<file path="src/rtl/voice_mix_normalizer_pkg.sv">
// voice_mix_normalizer_pkg
//   Shared constants for the voice mixer: fixed-point format, sample-word
//   width, unity-volume shift, reciprocal precision, the default voice count
//   and the reciprocal helper used to build the normalisation ROM.
//   Also provides the REAL_TO_FIXED_POINT / FIXED_POINT_TO_SAMPLE_WIDTH
//   conversion macros.

`ifndef VOICE_MIX_NORMALIZER_PKG_SV
`define VOICE_MIX_NORMALIZER_PKG_SV

// Real value -> fixed-point integer (FIXED_POINT = 8 fractional bits).
`define REAL_TO_FIXED_POINT(x) ($rtoi((x) * 256.0))
// Fixed-point sample -> integer part (floor).
`define FIXED_POINT_TO_SAMPLE_WIDTH(x) ((x) >>> 8)

package voice_mix_normalizer_pkg;

  localparam int FIXED_POINT   = 8;
  localparam int WIDTH_DEFAULT = 24;
  localparam int SAMPLE_W      = WIDTH_DEFAULT + FIXED_POINT;
  localparam int OUT_W         = 32;

  // 1024 = unity gain, so the volume product is shifted right by 10.
  localparam int VOL_SHIFT     = 10;
  // Normalisation multiplies by round(2^24 / k) then shifts right by 24.
  localparam int RECIP_SHIFT   = 24;
  localparam int RECIP_W       = RECIP_SHIFT + 1;

  localparam int N_OSCILLATORS = 16;

  // round(2^RECIP_SHIFT / k); k = 0 has no meaning and yields 0.
  function automatic logic [RECIP_W-1:0] recip_value(input int k);
    if (k <= 0) return '0;
    return RECIP_W'(((1 << RECIP_SHIFT) + k / 2) / k);
  endfunction

endpackage

`endif

</file>
<file path="src/rtl/voice_mix_normalizer_recip_rom.sv">
// recip_rom
//   Combinational reciprocal table: k -> round(2^24 / k) for k = 1..N_WAVEGENS.
//   Out-of-range k (0 or > N_WAVEGENS) returns 0; the mixer never presents
//   such a value because the count is clamped upstream.
// Ports:
//   k      in   CNT_W   clamped voice count
//   recip  out  25      unsigned reciprocal, 2^24 = 1.0

module recip_rom
  import voice_mix_normalizer_pkg::*;
#(
  parameter int N_WAVEGENS = N_OSCILLATORS,
  parameter int CNT_W      = $clog2(N_WAVEGENS + 1)
) (
  input  logic [CNT_W-1:0]   k,
  output logic [RECIP_W-1:0] recip
);

  // NOTE: the output gets a default before the loop so no path through the
  // block leaves it unassigned -- otherwise synthesis infers a latch.
  always_comb begin
    recip = '0;
    for (int i = 1; i <= N_WAVEGENS; i++) begin
      if (k == i[CNT_W-1:0]) recip = recip_value(i);
    end
  end

endmodule

</file>
<file path="src/rtl/voice_mix_normalizer.sv">
// voice_mix_normalizer
//   Mixes N_WAVEGENS oscillator samples into one master sample:
//     stage 1: S = sum(waves), count clamped to K in [1, N_WAVEGENS]
//     stage 2: V = (S * master_volume) >>> 10
//     stage 3: R = (V * round(2^24/K) + 2^23) >>> 24, then out
//   Fixed 3-cycle latency, one sample per clk, no handshake.
//   Build option MIXER_SATURATE_EN: when defined, R is saturated to the
//   32-bit signed range; otherwise out is the low 32 bits of R (wraps).
// Ports:
//   clk            in   1                       sample-rate clock
//   rst            in   1                       async active-high reset
//   waves          in   N_WAVEGENS x SW signed  per-voice samples (Q.8)
//   master_volume  in   16 unsigned             gain, 1024 = unity
//   num_enabled    in   32 signed               active voice count
//   out            out  32 signed               mixed sample (Q.8)

module voice_mix_normalizer
  import voice_mix_normalizer_pkg::*;
#(
  parameter int WIDTH      = WIDTH_DEFAULT,
  parameter int N_WAVEGENS = N_OSCILLATORS
) (
  input  logic                                  clk,
  input  logic                                  rst,
  input  logic signed [WIDTH+FIXED_POINT-1:0]   waves [N_WAVEGENS],
  input  logic        [15:0]                    master_volume,
  input  logic signed [31:0]                    num_enabled,
  output logic signed [OUT_W-1:0]               out
);

  localparam int SW     = WIDTH + FIXED_POINT;
  localparam int CNT_W  = $clog2(N_WAVEGENS + 1);
  // One guard bit beyond log2(N) keeps the sum from ever overflowing.
  localparam int SUM_W  = SW + $clog2(N_WAVEGENS) + 1;
  localparam int VOL_W  = 17;  // 16-bit unsigned volume as a signed operand
  localparam int PROD_W = SUM_W + VOL_W;
  localparam int V_W    = PROD_W - VOL_SHIFT;
  localparam int P3_W   = V_W + RECIP_W + 1;
  localparam int R_W    = P3_W - RECIP_SHIFT;

  localparam logic signed [P3_W-1:0] ROUND_HALF = P3_W'(1) << (RECIP_SHIFT - 1);

  // ---------------- stage 1: sum + count clamp ----------------
  logic signed [SUM_W-1:0] sum_c;
  logic        [CNT_W-1:0] k_c;

  always_comb begin
    sum_c = '0;
    for (int i = 0; i < N_WAVEGENS; i++) begin
      sum_c = sum_c + {{(SUM_W - SW){waves[i][SW-1]}}, waves[i]};
    end
  end

  always_comb begin
    if (num_enabled <= 0)               k_c = CNT_W'(1);
    else if (num_enabled > N_WAVEGENS)  k_c = CNT_W'(N_WAVEGENS);
    else                                k_c = CNT_W'(num_enabled);
  end

  logic signed [SUM_W-1:0] sum_q;
  logic        [15:0]      vol_q;
  logic        [CNT_W-1:0] k1_q;

  // NOTE: sequential state uses non-blocking assignments so every register
  // samples the pre-edge value of its neighbours; blocking here would let
  // one stage race through into the next within a single clock.
  always_ff @(posedge clk or posedge rst) begin
    if (rst) begin
      sum_q <= '0;
      vol_q <= '0;
      k1_q  <= '0;
    end else begin
      sum_q <= sum_c;
      vol_q <= master_volume;
      k1_q  <= k_c;
    end
  end

  // ---------------- stage 2: master volume ----------------
  logic signed [PROD_W-1:0] prod_c;
  logic signed [V_W-1:0]    v_c;

  assign prod_c = sum_q * $signed({1'b0, vol_q});
  // Arithmetic shift floors toward minus infinity.
  assign v_c    = V_W'(prod_c >>> VOL_SHIFT);

  logic signed [V_W-1:0]   v_q;
  logic        [CNT_W-1:0] k2_q;

  always_ff @(posedge clk or posedge rst) begin
    if (rst) begin
      v_q  <= '0;
      k2_q <= '0;
    end else begin
      v_q  <= v_c;
      k2_q <= k1_q;
    end
  end

  // ---------------- stage 3: normalise ----------------
  logic [RECIP_W-1:0] recip;

  recip_rom #(
    .N_WAVEGENS (N_WAVEGENS),
    .CNT_W      (CNT_W)
  ) u_recip_rom (
    .k     (k2_q),
    .recip (recip)
  );

  logic signed [P3_W-1:0]  p3_c;
  logic signed [R_W-1:0]   r_c;
  logic signed [OUT_W-1:0] out_c;

  assign p3_c = v_q * $signed({1'b0, recip});
  assign r_c  = R_W'((p3_c + ROUND_HALF) >>> RECIP_SHIFT);

`ifdef MIXER_SATURATE_EN
  localparam logic signed [R_W-1:0] OUT_MAX = R_W'(32'sh7FFF_FFFF);
  localparam logic signed [R_W-1:0] OUT_MIN = ~OUT_MAX;

  always_comb begin
    if (r_c > OUT_MAX)       out_c = OUT_MAX[OUT_W-1:0];
    else if (r_c < OUT_MIN)  out_c = OUT_MIN[OUT_W-1:0];
    else                     out_c = OUT_W'(r_c);
  end
`else
  // Two's-complement wrap: keep the low 32 bits of R.
  assign out_c = OUT_W'(r_c);
`endif

  // Reset clears the output register along with the pipeline, so nothing
  // in flight at reset time ever reaches out.
  always_ff @(posedge clk or posedge rst) begin
    if (rst) out <= '0;
    else     out <= out_c;
  end

endmodule

</file>
<file path="config.mk">
export PLATFORM = sky130hd
export DESIGN_NAME = voice_mix_normalizer
export DESIGN_NICKNAME = d
export VERILOG_FILES = /design/src/rtl/voice_mix_normalizer_pkg.sv /design/src/rtl/voice_mix_normalizer_recip_rom.sv /design/src/rtl/voice_mix_normalizer.sv
export SDC_FILE = /design/constraint.sdc
export NUM_CORES = 2
export LEC_CHECK = 0
export ABC_AREA = 1
export CORE_MARGIN = 2
export CORE_UTILIZATION = 60
export DETAILED_ROUTE_END_ITERATION = 8
export DONT_BUFFER_PORTS = 1
export PLACE_DENSITY = 0.76
export SLEW_MARGIN = 20
export SYNTH_ARGS = -nofsm -noshare
export SYNTH_HDL_FRONTEND = slang
export SYNTH_SLANG_ARGS = --single-unit
</file>
<file path="constraint.sdc">
create_clock -name clk -period 22.1 [get_ports clk]
set_clock_uncertainty 0.15 [all_clocks]
set_input_delay 6.63 -clock clk [delete_from_list [all_inputs] [get_ports clk]]
set_output_delay 6.63 -clock clk [all_outputs]
set_load 0.01 [all_outputs]
</file>
==> out/results.ini <==
[outcome]
status=finished clean

[logic_synthesis]
async_flop_share_pct=100
yosys.area_share.simple_pct=12.6
syn_nets=11000
netlist_area_um2=70000
yosysSeqAreaShare_pct=4.97
synthFlopType=dfrtp_1
synth.area.mux_share_pct=0
yosysWarnings=0
syn_area_per_cell_um2=8.60
yosysTopAreaCell=fa_1
synthCells=8143
synth_edf_count=0
ys_ff_latch=139
synth_cell_types=51
synth_top_area_share_pct=55.4
yosys-top-cells-area=fa_1 (55%), inv_1 (14%), nand2_1 (7.4%)
synth_compound_area_share_pct=3.34
synthXorXnorAreaFrac_pct=1.60
synthAdderAreaFrac_pct=61.8
synth_top_family_by_area=adder cells

[sta]
fin_tns_setup_ns=0
slew_viol_final=0
timing.final.ws_setup_ns=9.63
final.min_clock_period_ns=12.47
period_share_pct=56.4
setup-violations-final=0
max_freq_mhz=80.2
relSlewSlack_pct=19.1
rsz0062_at_grt=false
hold_viol=0
tightest_slew_ns=1.21

[die]
core_area_um2=116000
fp.dieW_um=346
die_area_um2=119000
ioPinCount=594
start_util_pct=60.4
die_h_um=346
num_rows=125

[grt]
grt_pass1_vias=59100
grt_overflow=0
antenna_found_initial=21
grt_pass1_wl_mm=341
grt_usage_pct=38.3
grt_max_degree=87

[setup_path]
r2r_setup_slack_ns=12.42
r2r_start=k2_q[2]
crit_required_ns=22.35
critPathArrivalTime_ns=12.72
endpoint_kind=flop
rr_worst_depth=36
path_class=in -> reg
r2r_end=out[31]
crit_fanout=4
startpoint_type=input pin

[clock_tree]
cts_sinks=139
hold_buffers=0
clock_path_buffers=2
cts_max_level=4
post_cts_resized=0
clk_latency_ns=0.52
tritoncts.num_buffers=17
root_buffer=clkbuf_16
post_cts_buffers=0
cts_tree=built
clkTransAtPathRegs_ns=0.08

[placed_design]
place_congestion=0.994
dp_hpwl_mm=189
place_area_um2=71200
post-place-ws_ns=9.17
port_buffers=0

[layout]
mostFrequentLayoutCell=inv_1
area_growth_pct=2.54
layout-drive-gt1-share_pct=1.63
fin_area_um2=71800
nFillCells=9982
layout_common_cells=inv_1 (2625), fa_1 (1937), nand2_1 (1376), nor2_1 (683), ha_1 (360)
final_nets=10800

[worst_hold_path]
min-delay-start=k1_q[3]
holdPathEnd=k2_q[3]
whs_path_depth=0
hp-class=reg -> reg

[routing]
first_iter_violations=3896
routed_via_density=5.48
wl_per_cell_um=23.2
wl_mm=220
vias=51900
remaining_drc_errors=0
antenna_left=0
first_pass_iters=7

[run]
maxCapViolCount=0

[registers in the layout, summed over array words and instances (netlist names)]
register,flops
vol_q,16
k2_q,5
sum_q,37
v_q,44
out,32
k1_q,5
[layout make-up]
type	instances	area, um2	share of cell area, %
Multi-Input combinational cell	5075	55600	77.4
Inverter	2645	9930	13.8
Sequential cell	139	3480	4.85
Tap cell	1524	1910	2.66
Clock buffer	18	439	0.612
Timing Repair Buffer	43	323	0.450
Clock inverter	14	126	0.176
Antenna cell	13	32.5	0.0453
[critical path, stage by stage]
cell and delay [ns]:
inv_1 0.04, fa_1 0.53, inv_1 0.06, fa_1 0.50, fa_1 0.53, inv_1 0.07
fa_1 0.49, fa_1 0.50, inv_1 0.05, fa_1 0.48, ha_1 0.36, inv_1 0.12
fa_1 0.48, inv_1 0.22, nand3_1 0.12, nand2_1 0.14, a21oi_2 0.13, inv_1 0.07
a21oi_1 0.09, o21ai_1 0.24, a21oi_1 0.20, o21ai_1 0.35, nand2_1 0.17, nand3_1 0.10
nand2_1 0.05
[metrics by stage]
stage          util, %  hold WS [ns]  instances
4_1_cts           61.9         0.374       9458
3_3_place_gp      61.4         0.329       9426
2_1_floorplan        -         0.181       8143
5_1_grt           61.9         0.377       9467
6_report          61.9         0.400       9471
3_5_place_dp      61.4         0.340       9426
[metal layers]
metal / up-vias / track usage, % / share of wire [%]
li1: 22200 / - / -
met1: 26400 / 45.9 / 35
met5: - / 0 / 0.044
met3: 632 / 8.20 / 9.3
met2: 2734 / 65.2 / 49
met4: 14 / 19.9 / 6.4
[synth_stat cells (5+ instances only)]
| master | instances |
|---|---|
| a31oi_1 | 34 |
| nor2_1 | 683 |
| o21ai_1 | 5 |
| o21a_1 | 18 |
| o221ai_1 | 5 |
| clkbuf_1 | 231 |
| clkinv_1 | 14 |
| fa_1 | 1937 |
| inv_2 | 5 |
| nand2_2 | 15 |
| and3_1 | 7 |
| nor4_1 | 20 |
| a21o_1 | 24 |
| nor2_2 | 8 |
| dfrtp_1 | 139 |
| inv_1 | 2626 |
| nand2_1 | 1378 |
| xor2_1 | 75 |
| o21bai_1 | 5 |
| nor3_1 | 22 |
| xnor2_1 | 53 |
| o21ai_0 | 102 |
| nand4_1 | 10 |
| a21boi_0 | 5 |
| buf_2 | 10 |
| ha_1 | 360 |
| nand3_1 | 80 |
| buf_1 | 43 |
| a21oi_1 | 187 |
[cells by family after synthesis]
logic type | Yosys count
fa+ha+maj | 2297
buf+inv | 2929
flops | 139
compound gates | 409
simple gates | 2241
xor+xnor | 128
[worst max path at each step]
stage | from | end | slack, ns | cells past startpoint
6_report | waves[386] | sum_q[34] | 9.63 | 25
5_1_grt | waves[386] | sum_q[34] | 9.39 | 26
4_1_cts | waves[386] | sum_q[34] | 9.69 | 25
3_5_place_dp | waves[386] | sum_q[34] | 9.17 | 25
3_3_place_gp | waves[386] | sum_q[34] | 9.25 | 25
2_1_floorplan | waves[386] | sum_q[22] | 10.20 | 25
Power is not shown: default switching activity piles up to over one toggle a cycle in this logic, so the estimate is an artifact.
